===== config.mk =====
export PLATFORM = sky130hd
export DESIGN_NAME = axis_pkt_gen
export DESIGN_NICKNAME = d
export VERILOG_FILES = /design/src/rtl/axis_gen_pkg.sv /design/src/rtl/axis_lfsr32.sv /design/src/rtl/axis_pkt_gen.sv
export SDC_FILE = /design/constraint.sdc
export NUM_CORES = 1
export LEC_CHECK = 0
export ABC_CLOCK_PERIOD_IN_PS = 5810
export CAP_MARGIN = 20
export CELL_PAD_IN_SITES_DETAIL_PLACEMENT = 0
export CELL_PAD_IN_SITES_GLOBAL_PLACEMENT = 1
export CORE_ASPECT_RATIO = 0.6
export CORE_MARGIN = 1.5
export CORE_UTILIZATION = 39
export DETAILED_ROUTE_END_ITERATION = 7
export PLACE_DENSITY_LB_ADDON = 0.1
export SYNTH_ARGS = -nofsm -noshare
export SYNTH_HDL_FRONTEND = slang
export SYNTH_HIERARCHICAL = 1
export SYNTH_SLANG_ARGS = --single-unit
export TNS_END_PERCENT = 50

===== constraint.sdc =====
create_clock -name clk -period 5.81 [get_ports clk]
set_input_delay 1.4525 -clock clk [delete_from_list [all_inputs] [get_ports clk]]
set_output_delay 1.4525 -clock clk [all_outputs]
set_load 0.05 [all_outputs]

===== src/rtl/axis_gen_pkg.sv =====
// Shared constants for the AXIS packet generator and its companion checker:
// FSM encodings, data pattern selectors and LFSR definition.
package axis_gen_pkg;

  localparam logic [1:0] ST_IDLE = 2'd0;
  localparam logic [1:0] ST_SEND = 2'd1;
  localparam logic [1:0] ST_GAP  = 2'd2;

  localparam logic [1:0] PAT_WORD     = 2'd0;
  localparam logic [1:0] PAT_BEAT     = 2'd1;
  localparam logic [1:0] PAT_LFSR     = 2'd2;
  localparam logic [1:0] PAT_WORD_ALT = 2'd3;

  // Right-shifting Galois taps for x^32 + x^22 + x^2 + x + 1.
  localparam logic [31:0] LFSR_POLY         = 32'h8020_0003;
  localparam logic [31:0] LFSR_DEFAULT_SEED = 32'h0000_0001;

  function automatic logic [31:0] lfsr_next(input logic [31:0] cur);
    return {1'b0, cur[31:1]} ^ ({32{cur[0]}} & LFSR_POLY);
  endfunction

endpackage


===== src/rtl/axis_lfsr32.sv =====
// 32-bit Galois LFSR with a synchronous load and an advance enable; load wins.
module axis_lfsr32
  import axis_gen_pkg::*;
(
  input  logic        clk,
  input  logic        reset,
  input  logic        load,
  input  logic [31:0] load_value,
  input  logic        advance,
  output logic [31:0] value
);

  logic [31:0] lfsr_q;

  always_ff @(posedge clk or posedge reset) begin
    if (reset) begin
      lfsr_q <= LFSR_DEFAULT_SEED;
    end else if (load) begin
      lfsr_q <= load_value;
    end else if (advance) begin
      lfsr_q <= lfsr_next(lfsr_q);
    end
  end

  assign value = lfsr_q;

endmodule


===== src/rtl/axis_pkt_gen.sv =====
// AXI-Stream packet source: runs of fixed-length packets with selectable data
// pattern and optional idle gap, ending on packet count or at a packet boundary after stop.
module axis_pkt_gen
  import axis_gen_pkg::*;
#(
  parameter int DataWidth = 32,
  parameter int LenWidth  = 16,
  parameter int GapWidth  = 8
) (
  input  logic                 clk,
  input  logic                 reset,
  input  logic                 start,
  input  logic                 stop,
  input  logic [LenWidth-1:0]  cfg_pkt_len,
  input  logic [LenWidth-1:0]  cfg_pkt_count,
  input  logic [GapWidth-1:0]  cfg_gap,
  input  logic [1:0]           cfg_pattern,
  input  logic [31:0]          cfg_seed,
  output logic [DataWidth-1:0] m_tdata,
  output logic                 m_tvalid,
  input  logic                 m_tready,
  output logic                 m_tlast,
  output logic                 busy,
  output logic                 done,
  output logic [LenWidth-1:0]  pkt_sent
);

  logic [1:0]           state;
  logic [LenWidth-1:0]  len_q;
  logic [LenWidth-1:0]  count_q;
  logic [GapWidth-1:0]  gap_q;
  logic [1:0]           pattern_q;
  logic [LenWidth-1:0]  beat;
  logic [DataWidth-1:0] word;
  logic [GapWidth-1:0]  gap_cnt;
  logic                 stop_pend;
  logic                 done_q;
  logic [LenWidth-1:0]  pkt_sent_q;

  logic [31:0]          lfsr_value;
  logic [31:0]          seed_fixed;
  logic                 sending;
  logic                 xfer;
  logic                 last_beat;
  logic                 run_end;
  logic                 lfsr_load;
  logic [DataWidth-1:0] beat_ext;
  logic [DataWidth-1:0] lfsr_ext;

  assign sending    = (state == ST_SEND);
  assign xfer       = sending & m_tready;
  assign last_beat  = (beat == (len_q - LenWidth'(1)));
  assign lfsr_load  = (state == ST_IDLE) & start;
  assign seed_fixed = (cfg_seed == 32'h0) ? LFSR_DEFAULT_SEED : cfg_seed;

  // A stop arriving on the tlast beat itself ends the run at that same boundary.
  assign run_end = ((count_q != '0) && ((pkt_sent_q + LenWidth'(1)) == count_q))
                   || stop_pend || stop;

  generate
    if (DataWidth > LenWidth) begin : g_beat_pad
      assign beat_ext = {{(DataWidth-LenWidth){1'b0}}, beat};
    end else begin : g_beat_trunc
      assign beat_ext = beat[DataWidth-1:0];
    end
    if (DataWidth > 32) begin : g_lfsr_pad
      assign lfsr_ext = {{(DataWidth-32){1'b0}}, lfsr_value};
    end else begin : g_lfsr_trunc
      assign lfsr_ext = lfsr_value[DataWidth-1:0];
    end
  endgenerate

  axis_lfsr32 u_lfsr (
    .clk        (clk),
    .reset      (reset),
    .load       (lfsr_load),
    .load_value (seed_fixed),
    .advance    (xfer),
    .value      (lfsr_value)
  );

  always_ff @(posedge clk or posedge reset) begin
    if (reset) begin
      state      <= ST_IDLE;
      len_q      <= LenWidth'(1);
      count_q    <= '0;
      gap_q      <= '0;
      pattern_q  <= PAT_WORD;
      beat       <= '0;
      word       <= '0;
      gap_cnt    <= '0;
      stop_pend  <= 1'b0;
      done_q     <= 1'b0;
      pkt_sent_q <= '0;
    end else begin
      done_q <= 1'b0;
      case (state)
        ST_IDLE: begin
          if (start) begin
            len_q      <= (cfg_pkt_len == '0) ? LenWidth'(1) : cfg_pkt_len;
            count_q    <= cfg_pkt_count;
            gap_q      <= cfg_gap;
            pattern_q  <= cfg_pattern;
            beat       <= '0;
            word       <= '0;
            pkt_sent_q <= '0;
            stop_pend  <= stop;
            state      <= ST_SEND;
          end
        end
        ST_SEND: begin
          if (stop) begin
            stop_pend <= 1'b1;
          end
          if (xfer) begin
            word <= word + DataWidth'(1);
            beat <= beat + LenWidth'(1);
            if (last_beat) begin
              beat       <= '0;
              pkt_sent_q <= pkt_sent_q + LenWidth'(1);
              if (run_end) begin
                state  <= ST_IDLE;
                done_q <= 1'b1;
              end else if (gap_q != '0) begin
                state   <= ST_GAP;
                gap_cnt <= gap_q;
              end
            end
          end
        end
        ST_GAP: begin
          // A stop here is already on a packet boundary, so end immediately.
          if (stop) begin
            state  <= ST_IDLE;
            done_q <= 1'b1;
          end else if (gap_cnt == GapWidth'(1)) begin
            state <= ST_SEND;
          end else begin
            gap_cnt <= gap_cnt - GapWidth'(1);
          end
        end
        default: state <= ST_IDLE;
      endcase
    end
  end

  always_comb begin
    m_tdata = '0;
    if (sending) begin
      case (pattern_q)
        PAT_BEAT: m_tdata = beat_ext;
        PAT_LFSR: m_tdata = lfsr_ext;
        default:  m_tdata = word;
      endcase
    end
  end

  assign m_tvalid = sending;
  assign m_tlast  = sending & last_beat;
  assign busy     = (state != ST_IDLE);
  assign done     = done_q;
  assign pkt_sent = pkt_sent_q;

endmodule

==> metrics.md <==
| Metric | Value |
|---|---|
| Die H | `122.4 um` |
| # H-tree levels | `4` |
| Post-synthesis cell area | `roughly 9300 um^2` |
| Post-CTS Hold Fix Bufs | `0` |
| CTS buffer count | `17` |
| Yosys top cell by area | `dfrtp_1` |
| Ports | `131` |
| Dominant synthesized flop cell | `dfrtp_1` |
| Synthesized area per cell | `about 8.9 um^2` |
| Vias in the first global route | `7,442` |
| Hold Path Class | `flip-flop to flip-flop` |
| Total core area | `23,190 um^2` |
| Relative max-transition margin | `37.05%` |
| DR pass1 iterations | `7` |
| Post-route ant nets | `0` |
| Crit path DAT | `3.84 ns` |
| Syn Nets | `1,137` |
| Pwr/cell area | `448.0 nW/um^2` |
| Synthesized flop and latch total | `150` |
| Hold Vio Cnt, Final | `0` |
| Type of origin of the critical path | `flip-flop` |
| GRT overflow | `0` |
| Area contributors post-synth | `dfrtp_1 (40%), mux2_2 (4.9%), nor2_1 (4.6%)` |
| CP Buf/Inv Count | `2` |
| CTS tree | `built` |
| Starting Density | `39.94%` |
| Setup repair bufs after CTS | `0` |
| Port bufs | `130` |
| Leak pwr | `4.398 nW` |
| Largest net degree at the start of global routing | `72` |
| Die Wd | `just over 200 um` |
| Status | `complete, no violations` |
| Worst Max-Slew Pin Slew | `0.9443 ns` |
| Worst r2r src | `pkt_sent[2]` |
| DR DRC count | `0` |
| Root buffer cell | `clkbuf_16` |
| First-pass GRT wire length | `42,660 um` |
| Commonest cells in the synthesized netlist | `dfrtp_1 (148), nor2_1 (114), nand2_1 (93), clkbuf_1 (73), o21ai_0 (50)` |
| Final Max Slew Viols | `0` |
| Critical Path Source | `len_q[2]` |
| Critical Path RT | `4.36 ns` |
| RSZ-0062 raised after global routing | `false` |
| Synth top area share | `between 30% and 40%` |
| Worst-Skew Late Latency | `around 0.44 ns` |
| Iter 0 DRT Violations | `522` |
| Worst-path clk slew | `0.06 ns` |
| Post_cts resized | `0` |
| Crit-path max cell delay | `just under 0.9 ns` |
| Total Power | `a little over 0.005 W` |
| WS Path Type | `flip-flop to output port` |
| Final antenna diode count | `0` |
| Hold path startpoint | `gap_q[0]` |
| GP Congestion | `around 0.83` |
| Setup_tns | `0 ns` |
| Synth warn | `6` |
| Yosys cell types | `74` |
| FF-to-FF setup slack | `2.15 ns` |
| Ys async rst share | `100.0%` |
| Syn Inst Count | `1,046` |
| Sequential area share after synthesis | `40.56%` |
| Share of cells above drive strength 1 | `9.276%` |
| Count leader, synth | `dfrtp_1` |
| Slowest-stage cell, CP | `clkdlybuf4s50_1` |
| Layout area overhead | `21.75%` |
| Routed WL | `26,610 um` |
| Worst vdd ir | `0.3678 mV` |
| Max-cap violations | `0` |
| Setup-failing EPs final | `0` |
| Final HPWL DP | `19,290 um` |
| Number of synthesized flops with an enable pin | `0` |
| Crit path max fanout | `12` |
| Clk sink count | `150` |
| Max frequency | `around 190 MHz` |
| Initial antenna violation count | `0` |
| Final clock skew | `0.009024 ns` |
| Final core utilization | `between 40% and 50%` |
| Row cnt | `43` |
| Clock Tree Buf Depth | `2` |
| Nature of the critical path endpoint | `output port` |
| Via count | `7,917` |
| DIE AREA | `between 20,000 and 25,000 um^2` |
| Crit-path cells | `nor4_1 > buf_4 > nand4_1 > or3b_1 > a211oi_1 > o21ai_1 > nor3_1 > clkdlybuf4s50_1` |
| Gr usage total | `22.14%` |
| Part of the cycle the worst path needs | `91.12%` |
| Wire length per cell | `18.39 um` |
| Vias/cell | `5.471` |
| CP top delay family | `simple AND/OR/NAND/NOR gates` |
| NumNets Final | `1,211` |
| Min Tclk post-route | `5.294 ns` |
path summary, 6_finish.rpt:
path,cells past startpoint,to
min reg2reg,1,gap_q[0]
min,1,gap_q[0]
min in group asynchronous,3,u_lfsr/value[11]
max reg2reg,8,state[1]
max in group asynchronous,3,count_q[9]
max,8,m_tlast
registers in the layout, summed over array words and instances, names as in the netlist:
name          flops
done              1
word             32
gap_q             8
u_lfsr/value     32
stop_pend         1
len_q            16
pattern_q         2
gap_cnt           8
beat             16
state             2
pkt_sent         16
count_q          16
placed cells by master (no fill, tap or decap), drive strengths merged, types with 4 or more instances in the layout:
cell type        n
nor3b            4
dfrtp          148
a22oi           29
mux2i           34
mux2            41
a211oi          10
nand2           93
o21ai           81
or3             10
o22a             5
nor2b            6
nor2           114
nand3           34
buf             20
o31ai           11
nand4b           4
and3            12
xor2            37
clkdlybuf4s50  130
nor3            28
o21a             4
or4              5
clkinv           5
ha              12
nand2b           9
clkbuf          21
xnor2           39
nand4           25
a21oi           35
nor4            29
inv             33
stage by stage:
stage               cell area [um^2]  worst slack, ns  instances  hold WS [ns]
CTS                            11280           0.5373       1447        0.5295
finish                         11280           0.5161       1447        0.5252
floorplan                       9261            1.230       1046        0.4861
global placement               10700            1.083       1416        0.5193
global route                   11280           0.2484       1447        0.5721
detailed placement             10700            1.028       1416        0.5166
kinds of logic (layout without fill, tap and decap cells):
family	after synthesis	count (layout)	synth area share (%)
fa+ha+maj	12	12	1.621
simple gates	388	388	20.58
flops	150	150	40.56
xor+xnor	76	76	7.187
mux	75	75	8.660
compound gates	217	217	15.43
buf+inv	128	214	5.971
routing by layer:
layer	vias up	routed length (um)	share of wire [%]	GRT usage, %
met4	0	208	0.78	5.177
li1	3866	-	-	-
met2	150	10600	40	29.32
met5	-	0	0	0
met1	3887	14860	56	36.03
met3	14	935	3.5	3.903
final cells by class:
cell class,count,area [um^2]
repair buffers,150,1451
multi-input cells,768,4967
fillers,2250,11910
clock inverters,10,130.1
well taps,315,394.1
inverters,33,126.4
clock buffers,21,450.4
flip-flops and latches,150,3756
power breakdown:
part	leakage, nW	switching (W)	internal (W)
registers	1.92	0.000368	0.00136
logic	2.19	0.00132	0.000864
clock network	0.282	0.000455	0.000680
No activity file was read; power rests on OpenSTA's default activity.
